--- src/rtl/cello_truth_sweeper.sv ---
// Exhaustive 4-input truth-table sweeper for a Cello 2 logic design under test.
// Optional macro SWEEP_GRAY_EN selects Gray-order vectors instead of binary order.
module cello_truth_sweeper #(
    parameter logic [15:0] EXPECTED      = 16'h7BF8,
    parameter int          SETTLE_CYCLES = 16,
    parameter int          SCNT_W        = 8
) (
    input  logic        clk,
    input  logic        rst_n,
    input  logic        start,
    input  logic        abort,
    output logic        in1,
    output logic        in2,
    output logic        in3,
    output logic        in4,
    input  logic        dut_out,
    output logic        busy,
    output logic        done,
    output logic        pass,
    output logic [15:0] fail_map,
    output logic [4:0]  fail_cnt
);

    localparam int                N_EFF     = (SETTLE_CYCLES < 2) ? 2 : SETTLE_CYCLES;
    localparam logic [SCNT_W-1:0] SCNT_LAST = SCNT_W'(N_EFF - 1);

    typedef enum logic [2:0] {
        S_IDLE,
        S_APPLY,
        S_SETTLE,
        S_SAMPLE,
        S_DONE
    } state_t;

    state_t              state, state_nxt;
    logic [3:0]          idx;
    logic [SCNT_W-1:0]   scnt;
    logic                sync_p0, sync_q;
    logic [3:0]          vec_cur;
    logic                busy_st, abort_hit, mismatch;

    function automatic logic [3:0] vec_of(input logic [3:0] i);
`ifdef SWEEP_GRAY_EN
        return i ^ (i >> 1);
`else
        return i;
`endif
    endfunction

    // dut_out is asynchronous to clk; the settle window (>= 2) covers this latency
    always_ff @(posedge clk or negedge rst_n) begin
        if (!rst_n) begin
            sync_p0 <= 1'b0;
            sync_q  <= 1'b0;
        end else begin
            sync_p0 <= dut_out;
            sync_q  <= sync_p0;
        end
    end

    always_ff @(posedge clk or negedge rst_n) begin
        if (!rst_n) state <= S_IDLE;
        else        state <= state_nxt;
    end

    always_comb begin
        state_nxt = state;
        vec_cur   = vec_of(idx);
        busy_st   = (state == S_APPLY) || (state == S_SETTLE) || (state == S_SAMPLE);
        abort_hit = busy_st && abort;
        mismatch  = (sync_q != EXPECTED[vec_cur]);
        case (state)
            S_IDLE:   if (start && !abort) state_nxt = S_APPLY;
            S_APPLY:  state_nxt = abort ? S_IDLE : S_SETTLE;
            S_SETTLE: begin
                if (abort)                  state_nxt = S_IDLE;
                else if (scnt == SCNT_LAST) state_nxt = S_SAMPLE;
            end
            S_SAMPLE: begin
                if (abort)             state_nxt = S_IDLE;
                else if (idx == 4'hF)  state_nxt = S_DONE;
                else                   state_nxt = S_APPLY;
            end
            S_DONE:   state_nxt = S_IDLE;
            default:  state_nxt = S_IDLE;
        endcase
    end

    // Outputs are registered: each state's actions become visible one edge after it is entered
    always_ff @(posedge clk or negedge rst_n) begin
        if (!rst_n) begin
            {in1, in2, in3, in4} <= 4'h0;
            busy     <= 1'b0;
            done     <= 1'b0;
            pass     <= 1'b0;
            fail_map <= 16'h0000;
            fail_cnt <= 5'd0;
            idx      <= 4'h0;
            scnt     <= '0;
        end else begin
            done <= 1'b0;
            if (abort_hit) begin
                {in1, in2, in3, in4} <= 4'h0;
                busy <= 1'b0;
                pass <= 1'b0;
            end else begin
                case (state)
                    S_IDLE: begin
                        if (start && !abort) begin
                            fail_map <= 16'h0000;
                            fail_cnt <= 5'd0;
                            pass     <= 1'b0;
                            idx      <= 4'h0;
                        end
                    end
                    S_APPLY: begin
                        {in1, in2, in3, in4} <= vec_cur;
                        busy <= 1'b1;
                        scnt <= '0;
                    end
                    S_SETTLE: scnt <= scnt + 1'b1;
                    S_SAMPLE: begin
                        if (mismatch) begin
                            fail_map[vec_cur] <= 1'b1;
                            fail_cnt          <= fail_cnt + 5'd1;
                        end
                        if (idx != 4'hF) idx <= idx + 4'h1;
                    end
                    S_DONE: begin
                        done <= 1'b1;
                        busy <= 1'b0;
                        pass <= (fail_cnt == 5'd0);
                        {in1, in2, in3, in4} <= 4'h0;
                    end
                    default: ;
                endcase
            end
        end
    end

endmodule

--- config.mk ---
export PLATFORM = sky130hd
export DESIGN_NAME = cello_truth_sweeper
export DESIGN_NICKNAME = d
export VERILOG_FILES = /design/src/rtl/cello_truth_sweeper.sv
export SDC_FILE = /design/constraint.sdc
export NUM_CORES = 1
export LEC_CHECK = 0
export BUFFER_PORTS_ARGS = -buffer_cell sky130_fd_sc_hd__buf_2
export CORE_MARGIN = 1
export CORE_UTILIZATION = 30
export DETAILED_ROUTE_END_ITERATION = 10
export GPL_TIMING_DRIVEN = 1
export PLACE_DENSITY_LB_ADDON = 0.15
export SYNTH_ARGS = -nofsm -noshare
export SYNTH_HDL_FRONTEND = slang
export SYNTH_SLANG_ARGS = --single-unit
--- constraint.sdc ---
create_clock -name clk -period 3.3 [get_ports clk]
set_clock_uncertainty 0.1 [all_clocks]
set_input_delay 0.825 -clock clk [delete_from_list [all_inputs] [get_ports clk]]
set_output_delay 0.825 -clock clk [all_outputs]
set_load 0.01 [all_outputs]
; ---- Yosys cells after proc, flatten, opt, wreduce, memory -nomap -nowiden
; Memories as Yosys holds them, arrays and structs flattened.
; Index checks and enable logic that the tools add are counted.
[word_totals]
regBits = 45
latchBits = 0
ramBits = 0
mem_bits_ro = 16
out_inout_bits = 28
elab_cells = 87
n_memories = 1
[op_classes]
add_sub_neg = 3
n_mul = 0
div = 0
n_lt_le_gt_ge = 2
n_eq_ne = 13
shift = 0
n_mux = 35
n_bitwise = 2
n_reduce_logical = 17
[memory_table]
columns = memory, words, width, rd, rd_clocked_by_memory_dff, wr, line_no
row1 = (name not given), 16, 1, 1, 0, 0, 71  ; mismatch = (sync_q != EXPECTED[vec_cur]);
[op_table]
columns = operator, n
row1 = $mux 16, 2
row2 = $pmux 16 s2, 1
row3 = $or 16x16->16, 1
row4 = $pmux 8 s2, 1
row5 = $mux 3, 5
row6 = $pmux 1 s2, 6
row7 = $pmux 3 s4, 1
row8 = $mux 1, 11
row9 = $mux 5, 2
row10 = $pmux 5 s2, 1
row11 = $add 8x1->8 const B, 1
row12 = $eq 8x4->1 const B, 1
row13 = $mux 4, 2
row14 = $pmux 4 s2, 1
row15 = $reduce_and 4->1, 2
row16 = $eq 3x2->1 const B, 2
row17 = $reduce_and 2->1, 3
row18 = $reduce_bool 3->1, 2
row19 = $add 5x1->5 const B, 1
row20 = $logic_not 5->1, 1
row21 = $lt 4x5->1 const B, 1
row22 = $add 4x1->4 const B, 1
row23 = $demux 1 s4, 1
row24 = $eq 4x4->1 const B, 1
row25 = other kinds (16), 21

; ---- Depth between registers and ports, before layout
; Gate-level depths: netlist (run 1).
[logic_depth]
depth_word = 7
mapped_depth = 7

; ---- Least setup slack after synthesis (run 1)
; OpenSTA, ideal clock, no wires.
[synth_timing]
kind = input to register
from = input port abort
to = register scnt[7]
arrival_ns = 2.004
t_required_ns = 3.122
slack_ns = 1.118
path_stages = 6
path_cell_list = or2_2 -> clkbuf_1 -> a21oi_2 -> nand3_1 -> or3_1 -> a21oi_1
[synth_via]
elab_chain_cells = 3
[synth_rtl]
columns = item, line_no
row1 = start: declaration, 11  ; input logic abort,
row2 = $logic_and 1x1->1, 70  ; abort_hit = busy_st && abort;
row3 = $not 1->1 (no line), --
row4 = $reduce_and 2->1 (no line), --
row5 = end signal: assignment, 121  ; S_SETTLE: scnt <= scnt + 1'b1;
row6 = end: declaration, 37  ; logic [SCNT_W-1:0] scnt;
; No other way between the ends.
; A chain may end at the register's enable or synchronous reset.

; ---- Worst setup path after layout (run 1)
[layout_timing]
from = register idx[0]
to = register fail_cnt[0]
[layout_via]
elab_chain_cells = 5
[layout_rtl]
columns = item, line_no
row1 = start: declaration, 36  ; logic [3:0] idx;
row2 = start signal: assignment, 127  ; if (idx != 4'hF) idx <= idx + 4'h1;
row3 = $mem_v2 16x1, --
row4 = $mux 1 (implied by the code), 71
row5 = $ne 1x1->1, 71
row6 = $ne 2x2->1 (no line), --
row7 = $reduce_and 4->1 (no line), --
row8 = end signal: assignment, 125  ; fail_cnt <= fail_cnt + 5'd1;
row9 = end: declaration, 21  ; output logic [4:0] fail_cnt
; No other way between the ends. The select of a mux whose other input is x is not followed.

==> results.toml, run 1 <==
[logic_synthesis]
synth_flop_cell = "dfrtp_1"
ys_ff_latch = 45
async_flop_share = 1.00
syn_inst = 191
synth_cell_types = 43
yosysWarnings = 0
synthSimpleGateAreaFrac = 0.152
yosysSeqAreaShare = 0.534
synth-adder-area-share = 0.0474
syn_area_um2 = 2110
synth_compound_area_frac = 0.183
synth-edff-count = 0
muxShareOfSynthArea = 0.0261
synth_xor_area_frac = 0.0326
synth_top_family_by_area = "compound AO/OA/AOI/OAI gates"
syn_avg_cell_area_um2 = 11.0
syn-num-nets = 204

[run]
cap_viol_max_count = 0

[power_and_ir_drop]
p_sw_mw = 0.346
p_seq_frac = 0.560
totalPowerFinal_mw = 1.14
leakage_nw = 1.19
combPwrFrac = 0.133
ir_worst_vdd_uv = 237
p_int_mw = 0.799
swShare = 0.302
power_density_nw_per_um2 = 464
clkPwrFrac = 0.308

[layout]
final_common_cell = "dfrtp_1"
nNetsFinal = 239
final_cell_mix = "dfrtp_1, buf_2, nand2_1, nor2_1, a22o_1"
fill_cells = 693
drive_above_1_share = 0.225
antenna_cells = 0
area_growth_pct = 17.0

[placement]
place.gp.congestion = 0.718
portBuffers = 32
dp_hpwl_um = 3330

[global_route]
grt_usage = 0.140
grt_pass1_wl_um = 7830
overflow = 0
grt_pass1_vias = 1538
grt_start_max_net_pins = 27
grt_antenna_before_repair = 0

[clocking]
cts.sinks = 45
post_cts_buffers = 0
h-tree-depth = 2
clkTransAtPathRegs_ps = 90
cts_buffers = 5
cts_root_buf = "clkbuf_8"
clk_latency_ps = 300
clock_path_buffers = 2
hold_buffers = 0
cts_resized = 0
cts_tree = "built"

[min_path]
hold_end = "sync_q"
min_path_cells = 0
hp-start = "sync_p0"
hold_path.class = "flop to flop"

[floorplan]
dieArea_um2 = 7370
fp.dieW_um = 85.9
die_y_um = 85.9
core_area_um2 = 6790
io_pins = 33
initial_utilization = 0.310
row_count = 30

[critical_path]
cp_max_fo = 8
worstSetupStartpointType = "flop"
worstPathRequired_ps = 3390
crit_type = "flop to flop"
reg2reg_to = "fail_cnt[0]"
path_cells = "inv_1 > ha_1 > mux2_2 > mux2i_4 > xor2_1 > o21ai_0 > mux2_2"
rrSetupSlack_ps = 800
cp.arrival_ps = 2580
cpMostUsedCell = "mux2_2"
rr_startpoint = "idx[0]"
cp_slowest_stage_delay_ps = 490
r2r_cells = 7
cpMaxStageDelayCell = "dfrtp_1"
cp-end-kind = "flop"

[timing]
rsz0062_at_grt = "false"
fin_crit_ps = 2500
setup_tns_ps = 0
setup_violations = 0
drv_slew = 0
worst_pin_slew_ps = 652
slew-limit-headroom = 0.564
hold_viol_final = 0
fmax_ghz = 0.401
period_share = 0.757

[detailed_routing]
drt-initial-drc-count = 110
ant_nets = 0
wl_per_cell_um = 14.4
viasPerCell = 4.92
drc = 0
dr.pass1.iters = 6
vias = 1589
routed_wl_um = 4650

[outcome]
run_status = "finished, final reports clean"
-- how the worst max path moves through the flow --
| stage | startpoint | end | slack (ps) | depth (start not counted) |
|---|---|---|---|---|
| after floorplan | abort | scnt[7] | 1120 | 6 |
| after detailed placement | idx[0] | fail_cnt[0] | 840 | 7 |
| after CTS | idx[0] | fail_cnt[0] | 810 | 7 |
| final | idx[0] | fail_cnt[0] | 800 | 7 |
| after global placement | idx[0] | fail_cnt[0] | 850 | 7 |
| after global routing | idx[0] | fail_cnt[0] | 610 | 7 |
-- critical path: cells and delay by family (launching register included) --
family                     cells  cell delay [ps]
adders and majority gates      1              280
buffers and inverters          1              110
DFF                            1              490
xor gates and xnor gates       1              440
AOI/OAI and AO/OA              1              200
muxes                          3              780
-- per-stage QoR --
step / std cells / hold WS [ps] / worst slack (ps) / instance area (um^2) / util
2_1_floorplan: 191 / 231 / 1120 / 2110 / -
3_3_place_gp: 315 / 235 / 848 / 2380 / 0.350
3_5_place_dp: 315 / 240 / 835 / 2380 / 0.350
4_1_cts: 323 / 261 / 805 / 2470 / 0.363
5_1_grt: 323 / 266 / 605 / 2470 / 0.363
6_report: 323 / 256 / 803 / 2470 / 0.363
-- flip-flops by register name, indices dropped and copies added (netlist names), 3 cells and up --
signal / flops
scnt: 8
fail_map: 16
idx: 4
fail_cnt: 5
state: 3
-- kinds of logic after synthesis --
| logic type | after synthesis |
|---|---|
| AND/OR/NAND/NOR | 62 |
| XOR/XNOR | 7 |
| AO/OA/AOI/OAI | 51 |
| flip-flops | 45 |
| multiplexers | 4 |
| buffers and inverters | 14 |
| adder cells (fa/ha/maj) | 8 |
-- layout make-up --
type	instances	area, um^2	area share
flip-flops and latches	45	1130	0.456
multi-input cells	132	930	0.377
repair buffers	33	168	0.0679
well taps	96	120	0.0487
clock buffers	5	68.8	0.0279
inverters	9	33.8	0.0137
clock inverters	3	22.5	0.00912
-- power groups by stage --
stage	combinational, mW	clock [mW]	sequential [mW]
after detailed placement	0.154	0	0.652
after CTS	0.155	0.368	0.641
after global routing	0.176	0.392	0.651
after floorplan	0.107	0	0.639
after global placement	0.154	0	0.653
final	0.152	0.352	0.641
-- cell usage after synthesis (3+ instances only) --
cell	number	area, um^2
inv_1	9	33.8
xor2_1	6	52.6
nand2_1	16	60.1
ha_1	8	100
o21ai_0	11	55.1
nand4_1	4	25.0
nand2b_1	3	18.8
a32o_1	7	70.1
clkbuf_1	4	15.0
a21oi_1	4	20.0
dfrtp_1	45	1130
nand3_1	7	35.0
a22o_1	16	140
nor2_1	16	60.1
-- metal layers --
layer  track usage  vias up  wire length, um
met5             0        -                0
met4        0.0364        0               31
met1         0.197      784             2390
met2         0.208       24             2090
li1              -      779                -
met3        0.0443        2              145
(Power assumes the default switching activity.)
==> inputs of run 2 (changes only) <==
Clock period 3.3 ns to 2.1 ns, I/O delays scaled along.
==> run 2 against run 1 <==
Setup slack got worse by 800 ps. Design area rose by 10%. Total power rose by 71%. Flip-flop and latch count did not move. Count of clock-buffer cells in the layout rose by 1. First-iteration DRC count fell by 31%. Largest cell class unchanged.
==> results.toml, run 2 (same netlist as run 1, synthesis figures left out) <==
[timing]
setup_slack_ps = 2.65
setup_tns_ps = 0
drv_slew = 0
fin_crit_ps = 2100
period_share = 0.999
worst_pin_slew_ps = 451
setup_violations = 0
slew-limit-headroom = 0.699
hold_viol_final = 0
fmax_ghz = 0.477
rsz0062_at_grt = "true"

[layout]
drive_above_1_share = 0.310
fill_cells = 662
regMostFlops = "fail_map"
seq_area_um2 = 1130
postLayoutCellArea_um2 = 2720
final_cells = 341
multi_input_area_um2 = 1010
final_common_cell = "dfrtp_1"
reg.largest.list = "fail_map (16), scnt (8), fail_cnt (5)"
antenna_cells = 0
final_cell_mix = "dfrtp_1, buf_2, buf_4"
largest_reg_flops = 16
fin_util = 0.400
nNetsFinal = 257
area_growth_pct = 28.9

[global_route]
grt_start_max_net_pins = 29
grt_usage = 0.146
grt_pass1_wl_um = 8210
overflow = 0
grt_antenna_before_repair = 0
grt_pass1_vias = 1594

[placement]
dpl.cell_count = 329
portBuffers = 32
pre_cts_ws_ps = -59.4
place.gp.congestion = 0.741
placed_area_um2 = 2500
dp_hpwl_um = 3610

[critical_path]
reg2reg_to = "fail_cnt[2]"
cp.arrival_ps = 2200
rrSetupSlack_ps = 3
crit_type = "flop to flop"
cp_slowest_stage_delay_ps = 420
rr_startpoint = "idx[0]"
path_depth = 8
path_cells = "inv_2 > ha_4 > mux2_4 > mux2i_4 > xor2_4 > buf_4 > nand2_1 > a31o_2"
critPathLaunch = "idx[0]"
cp-end-kind = "flop"
r2r_cells = 8
cp.buffers_inverters = 2
worstPathRequired_ps = 2200
cpMaxStageDelayCell = "dfrtp_2"
worstSetupStartpointType = "flop"
cp_top_family = "multiplexers"
cp_max_fo = 6

[power_and_ir_drop]
p_sw_mw = 0.552
p_seq_frac = 0.513
p_int_mw = 1.41
swShare = 0.282
combPwrFrac = 0.147
power_density_nw_per_um2 = 720
leakage_nw = 1.30
clkPwrFrac = 0.341
ir_worst_vdd_uv = 347

[clocking]
clock_path_buffers = 2
cts_buffers = 5
clkTransAtPathRegs_ps = 90
cts_root_buf = "clkbuf_8"
cts.sinks = 45
cts_tree = "built"
clk_latency_ps = 310
hold_buffers = 0
h-tree-depth = 2

[detailed_routing]
wl_per_cell_um = 14.7
routed_wl_um = 5010
dr.pass1.iters = 5
vias = 1650
viasPerCell = 4.84
drt-initial-drc-count = 76
drc = 0
ant_nets = 0

[floorplan]
io_pins = 33
row_count = 30
core_area_um2 = 6790
initial_utilization = 0.310
dieArea_um2 = 7370
die_y_um = 85.9
fp.dieW_um = 85.9

[run]
cap_viol_max_count = 0

[min_path]
hold_path.class = "input port to asynchronous set/reset pin"

[outcome]
run_status = "finished, final reports clean"
[run 2: cell count changes in the layout (fill, tap and decap cells not counted), moves of 2 or more]
| cell | delta |
|---|---|
| dfrtp_1 | -2 |
| nor4_2 | -2 |
| dfrtp_2 | +2 |
| nor4_4 | +2 |
| ha_1 | -2 |
| ha_4 | +2 |
| buf_4 | +17 |
[run 2: metal layers]
layer	GRT usage	vias to the layer above	wire length [um]
met5	0	-	0
met4	0.0455	0	45
met3	0.0404	4	181
met2	0.218	30	2320
met1	0.206	801	2460
li1	-	815	-
[run 2: through the flow]
step,hold slack [ps],power (mW)
after CTS,58.2,1.97
after floorplan,129,1.17
after global placement,234,1.29
final,39.4,1.96
after detailed placement,238,1.29
after global routing,71.1,2.06
[run 2: cell type report]
class / count / area share
timing repair buffer: 51 / 0.116
clock buffer: 6 / 0.0267
clock inverter: 2 / 0.0143
inverter: 9 / 0.0124
tap: 96 / 0.0442
multi-input combinational: 132 / 0.371
sequential: 45 / 0.415
[run 2: worst max-delay path by stage]
stage | slack [ps] | endpoint
global placement | 4 | fail_cnt[0]
CTS | -60 | fail_map[14]
floorplan | 40 | fail_cnt[4]
global route | -50 | fail_cnt[2]
detailed placement | -60 | fail_cnt[0]
finish | 3 | fail_cnt[2]
[run 2: repair_timing]
action | in CTS | in global routing
pin swaps | 0 | 3
resized for setup | 2 | 13
setup buffers | 0 | 4
endpoints found under the setup margin | 7 | 20
[run 2: power by group through the flow]
stage          clock (mW)  sequential [mW]  combinational, mW
3_3_place_gp            0             1.02              0.275
4_1_cts             0.691             1.00              0.277
6_report            0.667             1.00              0.287
3_5_place_dp            0             1.02              0.275
2_1_floorplan           0             1.00              0.168
5_1_grt             0.722             1.01              0.327
==> inputs of run 3 (changes only) <==
Settings changed: CORE_UTILIZATION 30 to 50, MAX_ROUTING_LAYER set to met4.
==> run 3 against run 2 <==
Wire length shrank 8.1%. Setup slack gained 37 ps. Sequential share of layout area grew 1.5 points. Non-clock buffer count shrank 1. Largest cell class unchanged.
==> results.toml, run 3 (same netlist as run 1, synthesis figures left out) <==
[critical_path]
cp_max_fo = 5
path_cells = "inv_2 > ha_2 > mux2_4 > mux2i_4 > xnor2_4 > or4_4 > nand3_2"
worstPathRequired_ps = 2240
crit_type = "flop to flop"
cp.arrival_ps = 2200
worstSetupStartpointType = "flop"
cpMaxStageDelayCell = "or4_4"
cp_slowest_stage_delay_ps = 450
cp-end-kind = "flop"

[placement]
portBuffers = 32
dp_hpwl_um = 3400
place.gp.congestion = 0.911
placed_area_um2 = 2450
pre_cts_ws_ps = 9.31

[floorplan]
initial_utilization = 0.524
row_count = 23
io_pins = 33
die_y_um = 67.0
core_area_um2 = 4030
fp.dieW_um = 67.0
dieArea_um2 = 4480

[detailed_routing]
routed_wl_um = 4600
wl_per_cell_um = 15.7
ant_nets = 0
drt-initial-drc-count = 68
drc = 0
dr.pass1.iters = 4
viasPerCell = 5.86
vias = 1717

[timing]
worst_pin_slew_ps = 480
period_share = 0.981
setup_violations = 0
slew-limit-headroom = 0.680
drv_slew = 0
fin_crit_ps = 2060
setup_slack_ps = 39.4
hold_viol_final = 0
setup_tns_ps = 0
fmax_ghz = 0.485
rsz0062_at_grt = "true"

[power_and_ir_drop]
leakage_nw = 1.29
p_seq_frac = 0.552
clkPwrFrac = 0.289
swShare = 0.279
power_density_nw_per_um2 = 691
p_int_mw = 1.31
ir_worst_vdd_uv = 509
p_sw_mw = 0.505
combPwrFrac = 0.158

[min_path]
hold_path.class = "input port to asynchronous set/reset pin"

[global_route]
grt_usage = 0.235
grt_pass1_vias = 1588
overflow = 0
grt_antenna_before_repair = 0
grt_pass1_wl_um = 7490
grt_start_max_net_pins = 27

[clocking]
clock_path_buffers = 2
hold_buffers = 0
cts_buffers = 5
cts_tree = "built"
clk_latency_ps = 290
cts.sinks = 45
clkTransAtPathRegs_ps = 80
h-tree-depth = 2
cts_root_buf = "clkbuf_8"

[outcome]
run_status = "finished, final reports clean"

[run]
cap_viol_max_count = 0

[layout]
final_common_cell = "dfrtp_1"
final_cell_mix = "dfrtp_1, buf_2, nand2_1, a22o_1, buf_4"
antenna_cells = 0
drive_above_1_share = 0.309
nNetsFinal = 256
fill_cells = 335
regMostFlops = "fail_map"
postLayoutCellArea_um2 = 2620
reg.largest.list = "fail_map (16), scnt (8), fail_cnt (5)"
area_growth_pct = 24.3
largest_reg_flops = 16
==> run 3: area by class of cell <==
| cell class | instances | area, um^2 | share of cell area |
|---|---|---|---|
| flip-flops and latches | 45 | 1130 | 0.430 |
| clock buffers | 7 | 86.3 | 0.0329 |
| multi-input cells | 132 | 1000 | 0.381 |
| repair buffers | 50 | 312 | 0.119 |
| inverters | 9 | 33.8 | 0.0129 |
| well taps | 50 | 62.6 | 0.0239 |
==> run 3: worst max-delay path: cells and delay by family (launching register included) <==
family	cells	cell delay, ps
mux	2	560
simple gates	2	530
buf+inv	1	60
fa+ha+maj	1	190
flops	1	400
xor+xnor	1	170
==> run 3: per-layer routing <==
layer  routed length [um]  global-route usage  vias up
met4                   63              0.0798        0
li1                     -                   -      807
met2                 2230               0.372       46
met5                    0                   -        -
met1                 2080               0.304      857
met3                  228              0.0411        7
==> run 3: repair_timing <==
item	CTS	global route
pin swaps	2	5
setup endpoints to repair	1	20
resized for setup	2	14
setup buffers	2	0
==> run 3: power groups by stage <==
stage	clock network, mW	logic [mW]	registers (mW)
6_report	0.524	0.287	1.00
5_1_grt	0.573	0.320	1.01
4_1_cts	0.540	0.282	0.995
3_5_place_dp	0	0.278	1.01
3_3_place_gp	0	0.266	1.01
2_1_floorplan	0	0.168	1.00
==> run 3: final timing paths <==
path / slack [ps] / endpoint / cells after the start / from
setup / recovery: 40 / fail_cnt[4] / 7 / idx[0]
hold / removal: 80 / fail_map[2] / 1 / rst_n
setup reg to reg: 40 / fail_cnt[4] / 7 / idx[0]
hold reg to reg: 250 / sync_q / 0 / sync_p0
max in group asynchronous: 1330 / idx[2] / 2 / rst_n
min in group clk: 240 / sync_p0 / 1 / dut_out
==> run 3: stage by stage <==
step                      power, mW  hold slack, ps  cells   util
after floorplan                1.17             129    191      -
after global placement         1.27             233    284  0.609
after detailed placement       1.29             235    284  0.609
after CTS                      1.82            90.0    293  0.637
after global routing           1.90             103    293  0.651
final                          1.81            81.9    293  0.651
